$ cat src/rtl/bram_dump_pkg.sv
// Shared constants and FSM encoding for the BRAM dump engine.
package bram_dump_pkg;

    localparam int DUMP_BYTES_PER_WORD = 4;

    typedef enum logic [2:0] {
        DUMP_IDLE  = 3'd0,
        DUMP_FETCH = 3'd1,
        DUMP_WAIT  = 3'd2,
        DUMP_SEND  = 3'd3,
        DUMP_DONE  = 3'd4
    } dump_state_e;

endpackage

$ cat src/rtl/bram_dump_serializer.sv
// Loads a 32-bit word and emits it LSB-first as 4 bytes under valid/ready.
// Output is registered; data/valid/last hold while the sink stalls.
module bram_dump_serializer
    import bram_dump_pkg::*;
(
    input  logic        clk,
    input  logic        rst,
    input  logic        load_i,
    input  logic [31:0] word_i,
    input  logic        last_word_i,
    input  logic        tx_ready_i,
    output logic [7:0]  tx_data_o,
    output logic        tx_valid_o,
    output logic        tx_last_o,
    output logic        last_byte_o,
    output logic        byte_accepted_o
);

    logic [31:0] word_q, word_d;
    logic [1:0]  idx_q, idx_d;
    logic        vld_q, vld_d;

    always_comb begin
        byte_accepted_o = vld_q && tx_ready_i;
        last_byte_o     = (idx_q == 2'd3);
        tx_data_o       = word_q[{idx_q, 3'b000} +: 8];
        tx_valid_o      = vld_q;
        tx_last_o       = vld_q && last_byte_o && last_word_i;
    end

    // Byte index wraps 3 -> 0 on the final accept, ready for the next load.
    always_comb begin
        word_d = word_q;
        idx_d  = idx_q;
        vld_d  = vld_q;
        if (load_i) begin
            word_d = word_i;
            idx_d  = 2'd0;
            vld_d  = 1'b1;
        end else if (byte_accepted_o) begin
            idx_d = idx_q + 2'd1;
            if (last_byte_o) begin
                vld_d = 1'b0;
            end
        end
    end

    always_ff @(posedge clk) begin
        if (rst) begin
            word_q <= '0;
            idx_q  <= '0;
            vld_q  <= 1'b0;
        end else begin
            word_q <= word_d;
            idx_q  <= idx_d;
            vld_q  <= vld_d;
        end
    end

endmodule

$ cat src/rtl/bram_dump.sv
// Walks a word range through a BRAM read port and streams it out as bytes.
// Latency: 5 cycles/word (RD_LATENCY=0) or 6 (RD_LATENCY=1) with tx_ready high.
module bram_dump
    import bram_dump_pkg::*;
#(
    parameter int ADDR_WIDTH = 10,
    parameter int DATA_WIDTH = 32,
    parameter int CNT_WIDTH  = 9,
    parameter int RD_LATENCY = 0
) (
    input  logic                  clk,
    input  logic                  rst,
    input  logic                  start,
    input  logic [ADDR_WIDTH-1:0] start_addr,
    input  logic [CNT_WIDTH-1:0]  word_count,
    output logic [ADDR_WIDTH-1:0] mem_addr,
    input  logic [DATA_WIDTH-1:0] mem_data,
    output logic [7:0]            tx_data,
    output logic                  tx_valid,
    input  logic                  tx_ready,
    output logic                  tx_last,
    output logic                  busy,
    output logic                  done
);

    dump_state_e           state_q, state_d;
    logic [ADDR_WIDTH-1:0] addr_q, addr_d;
    logic [CNT_WIDTH-1:0]  remaining_q, remaining_d;
    logic                  load;
    logic                  last_word;
    logic                  last_byte;
    logic                  byte_accepted;
    logic                  unused_addr_lsbs;

    assign unused_addr_lsbs = ^start_addr[1:0];
    assign last_word        = (remaining_q == CNT_WIDTH'(1));

    always_comb begin
        state_d     = state_q;
        addr_d      = addr_q;
        remaining_d = remaining_q;
        load        = 1'b0;
        case (state_q)
            DUMP_IDLE: begin
                if (start) begin
                    if (word_count != '0) begin
                        addr_d      = {start_addr[ADDR_WIDTH-1:2], 2'b00};
                        remaining_d = word_count;
                        state_d     = DUMP_FETCH;
                    end else begin
                        state_d = DUMP_DONE;
                    end
                end
            end
            DUMP_FETCH: begin
                if (RD_LATENCY == 0) begin
                    load    = 1'b1;
                    state_d = DUMP_SEND;
                end else begin
                    state_d = DUMP_WAIT;
                end
            end
            DUMP_WAIT: begin
                load    = 1'b1;
                state_d = DUMP_SEND;
            end
            DUMP_SEND: begin
                // Address wraps naturally at the top of the BRAM.
                if (byte_accepted && last_byte) begin
                    addr_d      = addr_q + ADDR_WIDTH'(DUMP_BYTES_PER_WORD);
                    remaining_d = remaining_q - CNT_WIDTH'(1);
                    state_d     = last_word ? DUMP_DONE : DUMP_FETCH;
                end
            end
            DUMP_DONE: state_d = DUMP_IDLE;
            default:   state_d = DUMP_IDLE;
        endcase
    end

    always_ff @(posedge clk) begin
        if (rst) begin
            state_q     <= DUMP_IDLE;
            addr_q      <= '0;
            remaining_q <= '0;
        end else begin
            state_q     <= state_d;
            addr_q      <= addr_d;
            remaining_q <= remaining_d;
        end
    end

    assign mem_addr = addr_q;
    assign busy     = (state_q == DUMP_FETCH) || (state_q == DUMP_WAIT) || (state_q == DUMP_SEND);
    assign done     = (state_q == DUMP_DONE);

    bram_dump_serializer u_ser (
        .clk             (clk),
        .rst             (rst),
        .load_i          (load),
        .word_i          (mem_data[31:0]),
        .last_word_i     (last_word),
        .tx_ready_i      (tx_ready),
        .tx_data_o       (tx_data),
        .tx_valid_o      (tx_valid),
        .tx_last_o       (tx_last),
        .last_byte_o     (last_byte),
        .byte_accepted_o (byte_accepted)
    );

endmodule

$ cat config.mk
export PLATFORM = sky130hd
export DESIGN_NAME = bram_dump
export DESIGN_NICKNAME = d
export VERILOG_FILES = /design/src/rtl/bram_dump_pkg.sv /design/src/rtl/bram_dump_serializer.sv /design/src/rtl/bram_dump.sv
export SDC_FILE = /design/constraint.sdc
export NUM_CORES = 1
export LEC_CHECK = 0
export ABC_AREA = 0
export CAP_MARGIN = 40
export CORE_AREA = 2 2 82 84
export CTS_CLUSTER_SIZE = 16
export DETAILED_ROUTE_END_ITERATION = 10
export DIE_AREA = 0 0 84 86
export DONT_BUFFER_PORTS = 1
export PLACE_DENSITY = 0.59
export SYNTH_ARGS = -nofsm -noshare
export SYNTH_HDL_FRONTEND = slang
export SYNTH_SLANG_ARGS = --single-unit
$ cat constraint.sdc
create_clock -name clk -period 2.1 [get_ports clk]
set_input_delay 0 -clock clk [delete_from_list [all_inputs] [get_ports clk]]
set_output_delay 0 -clock clk [all_outputs]
set_load 0.1 [all_outputs]
==> results by group, run 1 <==
Route
  – Wirelength per Cell: around 16 µm
  – Vias/cell: 5.64
  – Detailed-router iteration count before antenna repair: 4
  – DRC errors left: 0
  – Total Wirelength: slightly above 7000 µm
  – Drt first-iter violations: 96
  – Via count: 2604
  – Antenna Nets Post-Route: 0

Timing
  – Setup repair after global routing missed its margin: false
  – Total count of hold-check failures in the final report: 0
  – TNS Setup: 0 ns
  – Finish-stage setup viols: 0
  – Worst max-slew margin expressed relative to the limit: between 60% and 70%
  – Period Utilization, post-route: 93.5%
  – Max-slew violation total from the final report: 0
  – Min Clock Period, post-route: 1.96 ns
  – Worst Skew: 0.00461 ns
  – Highest attainable clock frequency: 509 MHz
  – Tightest Pin Transition: approximately 0.53 ns
  – Fin Hold WS: 0.0261 ns

Yosys
  – Main area contributors after synthesis: dfxtp_1 (39%), nand2_1 (10%), a21oi_1 (8.3%)
  – Ys flop type: dfxtp_1
  – Async set-or-reset flop fraction in the synthesized netlist: 0%
  – Library cell with the largest summed area after synthesis: dfxtp_1
  – Count of flip-flops with a built-in enable after synthesis: 0
  – Mean instance size in the synthesized netlist: 8.56 µm²
  – Flip-flop and latch count after synthesis: 55
  – Post-synthesis sequential area ratio: 38.9%
  – Cells after synthesis: 331
  – Post-synthesis cell area: 0.00283 mm²
  – Fraction of synthesized cell area taken by the top area cell type: a little under 40%
  – Synth warn: 0
  – Library cells used by synthesis: 51

Power
  – Total power consumption of the routed design: 5090 µW
  – Leak: around 0.0014 µW
  – Largest vdd supply drop: about 780 µV
  – Power per cell area: 1430 mW/mm²

Global routing
  – Overall overflow remaining after global route: 0
  – Total track usage: between 10% and 20%
  – Wire length of the first global-routing pass: approximately 12000 µm
  – Pin count of the biggest net entering global routing: 54
  – Number of antenna violations at the first check in global routing: 0
  – Number of global-route vias before repair: 2430

Clock network
  – CTS clk-pin slew, worst paths: 0.10 ns
  – Clock Root Buffer: clkbuf_8
  – CTS max path bufs: 2
  – H-tree Lvls: 2
  – Clock latency on the worst-skew pair: 0.30 ns
  – CTS buffer count: 5
  – Number of sinks driven by the clock tree: between 50 and 60
  – Clock tree from TritonCTS: yes

Die
  – Number of primary I/O pins: a little under 80
  – Std-Cell Rows: 29
  – Area inside the core boundary: 0.00628 mm²
  – Die Footprint: slightly above 0.007 mm²
  – Initial core utilization: 45.1%
  – Die Wd: 84 µm
  – DIE HEIGHT: 86 µm

Flow run
  – Max-cap violations: 0

Worst setup path
  – Worst Setup Path Type: register to register
  – Largest driver fanout on the critical path: 8
  – Cell with the biggest individual delay on the critical path: dlygate4sd3_1
  – Data required time at the worst endpoint: 2.30 ns
  – Type of element launching the critical path: register
  – Worst Setup End Kind: register
  – Largest stage delay, worst path: 0.57 ns
  – Worst reg-to-reg setup slack: between 0.1 and 0.15 ns
  – Data arrival time of the critical path: 2.16 ns
  – CP Cell Sequence: nor3_4, nand4_1, buf_4, a21oi_1, a311oi_1, dlygate4sd3_1

Placed design
  – Placed wire-length estimate after detailed placement: 4540 µm
  – Placed cells: 404
  – Buffers on Ports: 0
  – Routability congestion estimate: 0.803

Layout
  – Non-filler instance count after layout: 462
  – Number of inserted diodes: 0
  – Synth-to-layout area growth: 25.9%
  – Layout net count: 444
  – Share of post-route cells with drive strength above 1: between 10% and 20%
  – Final core utilization: a little under three fifths

Worst hold path
  – Type of the worst min-delay path: input pin to register

Outcome
  – Status: finished, final reports clean
-- placed cells by master (no fill, tap or decap), types with 4 or more instances in the layout --
cell and n:
nand3_1 4, o31ai_1 11, ha_1 4, and3_1 4, inv_1 6, a211o_1 4, dlygate4sd3_1 50, buf_4 23
o311ai_1 7, a21oi_1 47, a31oi_1 5, nor2_1 16, mux4_2 8, nand2_1 78, dfxtp_1 52, nor3_1 9
clkbuf_8 5
-- per-stage QoR --
step | setup WS (ns) | instance area, µm²
after CTS | 0.135 | 3570
after detailed placement | 0.299 | 2930
after floorplan | 0.0825 | 2840
final | 0.137 | 3570
after global placement | 0.371 | 2930
after global routing | 0.00724 | 3570
-- state kept, by name, indices dropped and copies added, names as in the netlist --
signal,flops
u_ser.tx_valid_o,1
mem_addr,8
u_ser.idx_q,2
remaining_q,9
state_q,3
u_ser.word_q,32
-- cell usage after synthesis, types with 2 or more instances --
cell and count:
o311ai_1 7, and4_1 3, nor2_1 18, ha_1 4, a211oi_1 2, nor3b_1 2
buf_4 5, a31oi_1 5, buf_1 2, nand4_1 3, nor4_1 2, buf_6 5
o31ai_1 11, a21oi_1 47, a211o_1 4, nand3_1 4, nand2_1 78, dfxtp_1 55
buf_2 5, mux2i_1 2, a221oi_1 2, nor3_1 9, xor2_1 2, o221a_1 2
nand3b_1 2, and3_1 4, inv_1 6, mux4_2 8, clkbuf_1 10
-- routing by layer --
| metal | vias up | part of all wire, % | global-route usage [%] |
|---|---|---|---|
| li1 | 1300 | - | - |
| met1 | 1230 | 47 | 27.5 |
| met2 | 69 | 47 | 32.0 |
| met3 | 5 | 5.5 | 4.62 |
| met4 | 0 | 0.56 | 4.25 |
| met5 | - | 0 | 0 |
-- final cells by class --
| class | instances | area, µm² |
|---|---|---|
| Timing Repair Buffer | 74 | 701 |
| Tap cell | 77 | 96.3 |
| Clock inverter | 2 | 37.5 |
| Fill cell | 582 | 2710 |
| Clock buffer | 5 | 68.8 |
| Sequential cell | 55 | 1100 |
| Inverter | 6 | 22.5 |
| Multi-Input combinational cell | 243 | 1540 |
-- power breakdown --
group          internal [µW]  switching [µW]
Clock                    349             342
Sequential              1390             229
Combinational            798            1980
-- worst paths after layout --
path / start / end / cells after the start
worst max register to register: state_q[2] / mem_addr[3] / 6
worst min-delay path: word_count[8] / state_q[0] / 4
worst min register to register: u_ser.word_q[11] / u_ser.word_q[11] / 2
worst max-delay path: state_q[2] / mem_addr[3] / 6
-- cell families after synthesis --
logic type	synth area share, %
AO/OA/AOI/OAI	22.4
XOR/XNOR	0.618
adder cells (fa/ha/maj)	1.77
buffers and inverters	7.28
flip-flops	38.9
multiplexers	7.06
other	0.132
AND/OR/NAND/NOR	21.9
-- timing repair --
| item | 4_1_cts | 5_1_grt |
|---|---|---|
| gates resized for setup | 0 | 2 |
| hold buffers | 51 | 0 |
| setup buffers | 0 | 0 |
| endpoints found under the hold margin | 54 | 0 |
| endpoints found under the setup margin | 0 | 2 |
-- critical path: cells and delay by family, from the launching register on --
kind	cells	cell delay [ns]
buffers and inverters	2	0.77
AOI/OAI and AO/OA	2	0.18
and+or+nand+nor	2	0.50
DFF	1	0.41
(Power assumes the default switching activity.)
==> run 2: changes to the inputs <==
- ABC_AREA: 0 -> 1
- CORE_AREA: 2 2 82 84 -> 2 2 81 83
- DIE_AREA: 0 0 84 86 -> 0 0 83 85
- PLACE_DENSITY: 0.59 -> 0.6
==> results by group, run 2 <==
Layout
  – Area taken by flip-flops and latches: 0.00110 mm² (-0.34%)
  – Most common library cell in the layout ignoring fill and taps: nor2_1
  – Top register by number of flip-flops: u_ser.word_q
  – Filler Cells Inserted: 613 (+5.3%)
  – Number of inserted diodes: 0 (unchanged)
  – Share of post-route cells with drive strength above 1: 11.5% (-1.8 points)
  – Layout net count: 555 (+25%)
  – Synth-to-layout area growth: 30.7%
  – Total area of multi-input combinational cells: 0.00156 mm² (+1.5%)
  – Number of flip-flops under the largest register name: 32 (unchanged)
  – Most frequent cells in the layout: nor2_1 (98), nand2_1 (96), o21ai_0 (55), dfxtp_1 (55), dlygate4sd3_1 (51)
  – Final core utilization: 58.9% (+2.0 points)

Route
  – Vias/cell: 5.02 (-11%)
  – Via count: 2883 (+11%)
  – DRC errors left: 0 (unchanged)
  – Total Wirelength: 7220 µm (-0.51%)
  – Wirelength per Cell: 12.6 µm (-20%)
  – Antenna Nets Post-Route: 0 (unchanged)
  – Drt first-iter violations: 129 (+34%)
  – Detailed-router iteration count before antenna repair: 4 (unchanged)

Timing
  – Min Clock Period, post-route: 1.88 ns (-0.0786 ns)
  – TNS Setup: 0 ns (unchanged)
  – Max-slew violation total from the final report: 0 (unchanged)
  – Setup repair after global routing missed its margin: false
  – Worst max-slew margin expressed relative to the limit: 43.7% (-21 points)
  – Total count of hold-check failures in the final report: 0 (unchanged)
  – Tightest Pin Transition: 0.841 ns (+0.316 ns)
  – Finish-stage setup viols: 0 (unchanged)
  – Period Utilization, post-route: 89.7% (-3.7 points)
  – Worst Skew: 0.0104 ns (+0.00583 ns)
  – Highest attainable clock frequency: 531 MHz (+4.2%)

Die
  – Area inside the core boundary: 0.00620 mm² (-1.2%)
  – Number of primary I/O pins: 77 (unchanged)
  – Die Footprint: 0.00706 mm² (-2.3%)
  – Die Wd: 83 µm (-1.2%)
  – Initial core utilization: 45.0% (-0.097 points)
  – DIE HEIGHT: 85 µm (-1.2%)
  – Std-Cell Rows: 29 (unchanged)

Placed design
  – Buffers on Ports: 0 (unchanged)
  – Placed wire-length estimate after detailed placement: 4840 µm (+6.5%)
  – Routability congestion estimate: 0.805 (+0.17%)

Power
  – Seq pwr share: 29.3% (-2.5 points)
  – Share of power burned in the clock network: 11.0% (-2.6 points)
  – Fraction of power spent switching nets: 54.3% (+4.2 points)
  – Power per cell area: 1600 mW/mm² (+12%)
  – Fraction of power consumed by combinational cells: 59.7% (+5.1 points)
  – Largest vdd supply drop: 1040 µV (+33%)
  – Net switching component of the power: 3170 µW (+24%)
  – Leak: 0.00162 µW (+18%)
  – Internal Dissipation: 2670 µW (+5.1%)

Yosys
  – Library cells used by synthesis: 28 (-45%)
  – Fraction of synthesized cell area taken by the top area cell type: 39.4% (+0.54 points)
  – Synth warn: 0 (unchanged)
  – Mean instance size in the synthesized netlist: 6.46 µm² (-25%)
  – Async set-or-reset flop fraction in the synthesized netlist: 0% (unchanged)
  – Ys flop type: dfxtp_1
  – Main combinational cell family by area after synthesis: simple AND/OR/NAND/NOR gates
  – XOR/XNOR share of the synthesized area: 0.313% (-0.30 points)
  – Most frequent cell after synthesis: nor2_1
  – Area fraction in and, or, nand and nor cells after synthesis: 34.5% (+13 points)
  – Fraction of synthesized area in multiplexers: 0% (-7.1 points)
  – Post-synthesis sequential area ratio: 39.4% (+0.54 points)
  – Area share of fa/ha/maj cells after synthesis: 1.79% (+0.025 points)
  – Cells after synthesis: 433 (+31%)
  – Count of flip-flops with a built-in enable after synthesis: 0 (unchanged)
  – Post-synthesis cell area: 0.00280 mm² (-1.4%)
  – Main area contributors after synthesis: dfxtp_1 (39%), nor2_1 (14%), nand2_1 (13%)
  – Top cells by instance count after synthesis: nor2_1 (101), nand2_1 (96), dfxtp_1 (55), o21ai_0 (55), nand3_1 (25)
  – Flip-flop and latch count after synthesis: 55 (unchanged)
  – Synthesized-area fraction occupied by ao, oa, aoi and oai cells: 16.9% (-5.5 points)
  – Library cell with the largest summed area after synthesis: dfxtp_1

Worst setup path
  – Largest delay share family, worst path: simple AND/OR/NAND/NOR gates
  – Worst Setup Path Type: register to register
  – Data required time at the worst endpoint: 2.26 ns (-0.04 ns)
  – Worst Setup End Kind: register
  – Cell repeated most along the worst path: nand2_2
  – Largest driver fanout on the critical path: 11 (+3)
  – Data arrival time of the critical path: 2.04 ns (-0.12 ns)
  – Cell with the biggest individual delay on the critical path: dfxtp_1
  – CP Cell Sequence: ha_1, nand3_1, nand2_2, nand2_2, inv_2, nand3_2, buf_4, nand2_1, a21oi_1
  – Crit path buffers/inverters: 2 (unchanged)
  – Type of element launching the critical path: register
  – Largest stage delay, worst path: 0.54 ns (-0.03 ns)

Global routing
  – Number of antenna violations at the first check in global routing: 0 (unchanged)
  – Overall overflow remaining after global route: 0 (unchanged)
  – Number of global-route vias before repair: 2726 (+12%)
  – Pin count of the biggest net entering global routing: 36 (-33%)
  – Total track usage: 20.6% (+0.70 points)
  – Wire length of the first global-routing pass: 11900 µm (+0.46%)

Clock network
  – Post-CTS Setup Inserts: 0 (unchanged)
  – Clock Root Buffer: clkbuf_8
  – Clock tree from TritonCTS: yes
  – Hold_buf cts: 51 (unchanged)
  – H-tree Lvls: 2 (unchanged)
  – CTS clk-pin slew, worst paths: 0.10 ns (about the same)
  – Post-cts repair resize count: 0 (unchanged)
  – Clock latency on the worst-skew pair: 0.31 ns (about the same)
  – CTS buffer count: 5 (unchanged)
  – CTS max path bufs: 2 (unchanged)
  – Number of sinks driven by the clock tree: 55 (unchanged)

Worst hold path
  – Type of the worst min-delay path: input pin to register

Flow run
  – Max-cap violations: 0 (unchanged)

Outcome
  – Status: finished, final reports clean
## run 2: area by class of cell
cell class	count	area share, %
inverters	24	2.47
clock inverters	2	0.479
clock buffers	6	2.26
repair buffers	77	19.3
well taps	77	2.64
flip-flops and latches	55	30.1
multi-input cells	333	42.7
## run 2: stage by stage
stage	instances	power, µW	setup slack (ns)	hold slack [ns]	area, µm²
2_1_floorplan	434	4480	0.0123	0.0785	2850
3_3_place_gp	515	5100	0.304	0.0714	3040
3_5_place_dp	515	5140	0.293	0.0734	3040
4_1_cts	574	5880	0.192	0.00188	3650
5_1_grt	574	6310	0.0782	0.0375	3650
6_report	574	5830	0.216	0.0235	3650
## run 2: worst paths after layout
kind | end | slack [ns] | start | cells past startpoint
worst max-delay path | remaining_q[3] | 0.22 | u_ser.idx_q[1] | 9
worst min-delay path | remaining_q[4] | 0.02 | word_count[4] | 4
worst max register to register | remaining_q[3] | 0.22 | u_ser.idx_q[1] | 9
worst min register to register | u_ser.word_q[8] | 0.49 | u_ser.word_q[8] | 2
## run 2: layer usage
| metal | vias up | track usage, % | part of all wire, % |
|---|---|---|---|
| met4 | 0 | 5.37 | 0.79 |
| met1 | 1296 | 24.7 | 45 |
| met5 | - | 0 | 0 |
| met3 | 5 | 3.70 | 4.7 |
| li1 | 1519 | - | - |
| met2 | 63 | 38.0 | 50 |
## run 2: worst min-delay path, cell delays in order
cell and delay (ns):
nor2_1 0.02, a21oi_1 0.11, o21ai_0 0.09, nor2_1 0.08
## run 2: cell families (layout without fill, tap and decap cells)
kind of cell,count (synthesis),in the layout
DFF,55,55
adders and majority gates,4,4
AOI/OAI and AO/OA,90,90
xor gates and xnor gates,1,1
other,1,2
and+or+nand+nor,236,236
buffers and inverters,46,109
## run 2: power groups by stage
stage          Sequential, µW  Clock, µW  Combinational [µW]
6_report                 1710        640                3480
4_1_cts                  1710        672                3500
2_1_floorplan            2130          0                2360
3_5_place_dp             1730          0                3400
5_1_grt                  1760        708                3840
3_3_place_gp             1720          0                3370
==> run 3: changes to the inputs <==
- SETUP_SLACK_MARGIN: unset -> 0.5
==> results by group, run 3 (synthesis results as in run 2) <==
Outcome
  – Status: finished with violations
  – Failing checks: hold timing

Worst setup path
  – Worst Setup End Kind: register
  – Reg2reg path depth: 9 (unchanged)
  – Type of element launching the critical path: register
  – Worst R2R Start: u_ser.idx_q[1]
  – Largest driver fanout on the critical path: 8 (-3)
  – Data required time at the worst endpoint: 2.25 ns (about the same)
  – Worst Setup Path Type: register to register
  – Data arrival time of the critical path: 1.69 ns (-0.35 ns)
  – Worst reg-to-reg setup slack: 0.56 ns (+0.35 ns)
  – Reg-to-reg critical path endpoint: remaining_q[3]

Global routing
  – Pin count of the biggest net entering global routing: 36 (unchanged)
  – Total track usage: 20.7% (+0.098 points)
  – Overall overflow remaining after global route: 0 (unchanged)
  – Number of antenna violations at the first check in global routing: 0 (unchanged)
  – Wire length of the first global-routing pass: 12200 µm (+2.0%)
  – Number of global-route vias before repair: 2793 (+2.5%)

Power
  – Internal Dissipation: 2900 µW (+8.7%)
  – Power per cell area: 1580 mW/mm² (-0.78%)
  – Fraction of power consumed by combinational cells: 61.4% (+1.7 points)
  – Net switching component of the power: 3300 µW (+4.0%)
  – Share of power burned in the clock network: 9.9% (-1.1 points)
  – Leak: 0.00168 µW (+3.6%)
  – Largest vdd supply drop: 913 µV (-12%)
  – Fraction of power spent switching nets: 53.2% (-1.1 points)
  – Seq pwr share: 28.7% (-0.6 points)

Timing
  – Slack of the critical path: 0.563 ns (+0.348 ns)
  – Total count of hold-check failures in the final report: 1 (+1)
  – Setup repair after global routing missed its margin: true
  – TNS Setup: 0 ns (unchanged)
  – Highest attainable clock frequency: 651 MHz (+23%)
  – Fin Hold WS: -0.0527 ns (-0.0762 ns)
  – Period Utilization, post-route: 73.2% (-17 points)
  – Min Clock Period, post-route: 1.54 ns (-0.348 ns)
  – Max-slew violation total from the final report: 0 (unchanged)
  – Tightest Pin Transition: 0.898 ns (+0.0567 ns)
  – Worst Skew: 0.00817 ns (-0.00227 ns)
  – Worst max-slew margin expressed relative to the limit: 39.9% (-3.8 points)
  – Finish-stage setup viols: 0 (unchanged)

Layout
  – Total area of multi-input combinational cells: 0.00169 mm² (+8.5%)
  – Post-layout instance area: 0.00391 mm² (+7.0%)
  – Layout net count: 562 (+1.3%)
  – Most common library cell in the layout ignoring fill and taps: nand2_1
  – Synth-to-layout area growth: 39.8%
  – Number of inserted diodes: 0 (unchanged)
  – Filler Cells Inserted: 579 (-5.5%)
  – Most frequent cells in the layout: nand2_1 (96), nor2_1 (90), dlygate4sd3_1 (49), dfxtp_1 (45), o21ai_0 (44)
  – Share of post-route cells with drive strength above 1: 18.7% (+7.2 points)
  – Top register by number of flip-flops: u_ser.word_q
  – Number of flip-flops under the largest register name: 32 (unchanged)
  – Area taken by flip-flops and latches: 0.00112 mm² (+1.4%)

Die
  – DIE HEIGHT: 85 µm (unchanged)
  – Area inside the core boundary: 0.00620 mm² (unchanged)
  – Initial core utilization: 45.0% (unchanged)
  – Die Wd: 83 µm (unchanged)
  – Die Footprint: 0.00706 mm² (unchanged)
  – Number of primary I/O pins: 77 (unchanged)
  – Std-Cell Rows: 29 (unchanged)

Route
  – DRC errors left: 0 (unchanged)
  – Drt first-iter violations: 83 (-36%)
  – Wirelength per Cell: 12.7 µm (+0.63%)
  – Antenna Nets Post-Route: 0 (unchanged)
  – Vias/cell: 5.10 (+1.6%)
  – Via count: 2966 (+2.9%)
  – Detailed-router iteration count before antenna repair: 4 (unchanged)
  – Total Wirelength: 7360 µm (+1.9%)

Placed design
  – Placed wire-length estimate after detailed placement: 4940 µm (+2.0%)
  – Area after detailed placement: 0.00313 mm² (+2.8%)
  – Worst slack at placement: 0.572 ns (+0.280 ns)
  – Buffers on Ports: 0 (unchanged)
  – Routability congestion estimate: 0.780 (-3.0%)

Clock network
  – Number of sinks driven by the clock tree: 55 (unchanged)
  – CTS max path bufs: 2 (unchanged)
  – CTS clk-pin slew, worst paths: 0.10 ns (about the same)
  – Clock tree from TritonCTS: yes
  – Clock Root Buffer: clkbuf_8
  – CTS buffer count: 5 (unchanged)
  – H-tree Lvls: 2 (unchanged)
  – Clock latency on the worst-skew pair: 0.30 ns (about the same)

Worst hold path
  – Origin of the worst min-delay path: word_count[7]
  – Type of the worst min-delay path: input pin to register
  – Worst hold path stage count: 4 (unchanged)
  – Hold worst-path end: remaining_q[7]

Flow run
  – Max-cap violations: 0 (unchanged)
## run 3: cell types whose count changed in the layout (fill, tap and decap cells not counted), moves of 3 or more
cell and change:
dfxtp_2 +9, o21ai_2 +8, dfxtp_1 -10, o21ai_0 -11
nor2_2 +6, o22ai_4 +8, nor2_1 -8, buf_4 -3
o21ai_1 +3, o22ai_2 -8, buf_6 +10
## run 3: final cells by class
type | instances | share of cell area (%)
well taps | 77 | 2.46
inverters | 24 | 2.50
flip-flops and latches | 55 | 28.6
repair buffers | 84 | 20.7
multi-input cells | 333 | 43.3
clock inverters | 1 | 0.224
clock buffers | 7 | 2.21
## run 3: worst max-delay path by stage
stage,start,to,slack [ns],cells past startpoint
detailed placement,u_ser.idx_q[0],remaining_q[5],0.57,9
floorplan,state_q[2],state_q[0],0.46,5
global placement,u_ser.idx_q[0],mem_addr[7],0.60,9
CTS,u_ser.idx_q[0],tx_data[4],0.50,6
global route,remaining_q[1],tx_last,0.41,7
finish,u_ser.idx_q[1],remaining_q[3],0.56,9
## run 3: metal layers
metal	vias up	GRT usage [%]	routed length, µm
met5	-	0	0
met4	0	7.60	169
met3	12	4.57	304
met2	61	38.0	3690
met1	1355	23.5	3200
li1	1538	-	-
## run 3: stage by stage
| step | total power (µW) | std cells | utilization (%) |
|---|---|---|---|
| floorplan | 4610 | 434 | - |
| global placement | 5220 | 516 | 50.4 |
| detailed placement | 5270 | 516 | 50.4 |
| CTS | 6040 | 567 | 59.3 |
| global route | 6680 | 581 | 63.0 |
| finish | 6190 | 581 | 63.0 |
## run 3: power by group through the flow
| stage | sequential, µW | combinational (µW) | clock, µW |
|---|---|---|---|
| 2_1_floorplan | 2140 | 2470 | 0 |
| 3_3_place_gp | 1760 | 3460 | 0 |
| 3_5_place_dp | 1770 | 3500 | 0 |
| 4_1_cts | 1760 | 3650 | 638 |
| 5_1_grt | 1830 | 4160 | 685 |
| 6_report | 1780 | 3800 | 615 |
## run 3: what timing repair did
item	4_1_cts	5_1_grt
endpoints found under the setup margin	8	27
endpoints found under the hold margin	55	21
gates resized for setup	19	27
pin swaps	0	1
hold buffers	36	13
buffers inserted	7	1
## run 3: worst max-delay path, stage by stage, from the launching register on
cell     delay (ns)
dfxtp_1        0.36
ha_1           0.18
nand3_1        0.12
nand2_2        0.11
nand2_2        0.08
inv_2          0.09
nand3_4        0.12
buf_4          0.19
nand2_1        0.06
a21oi_1        0.06
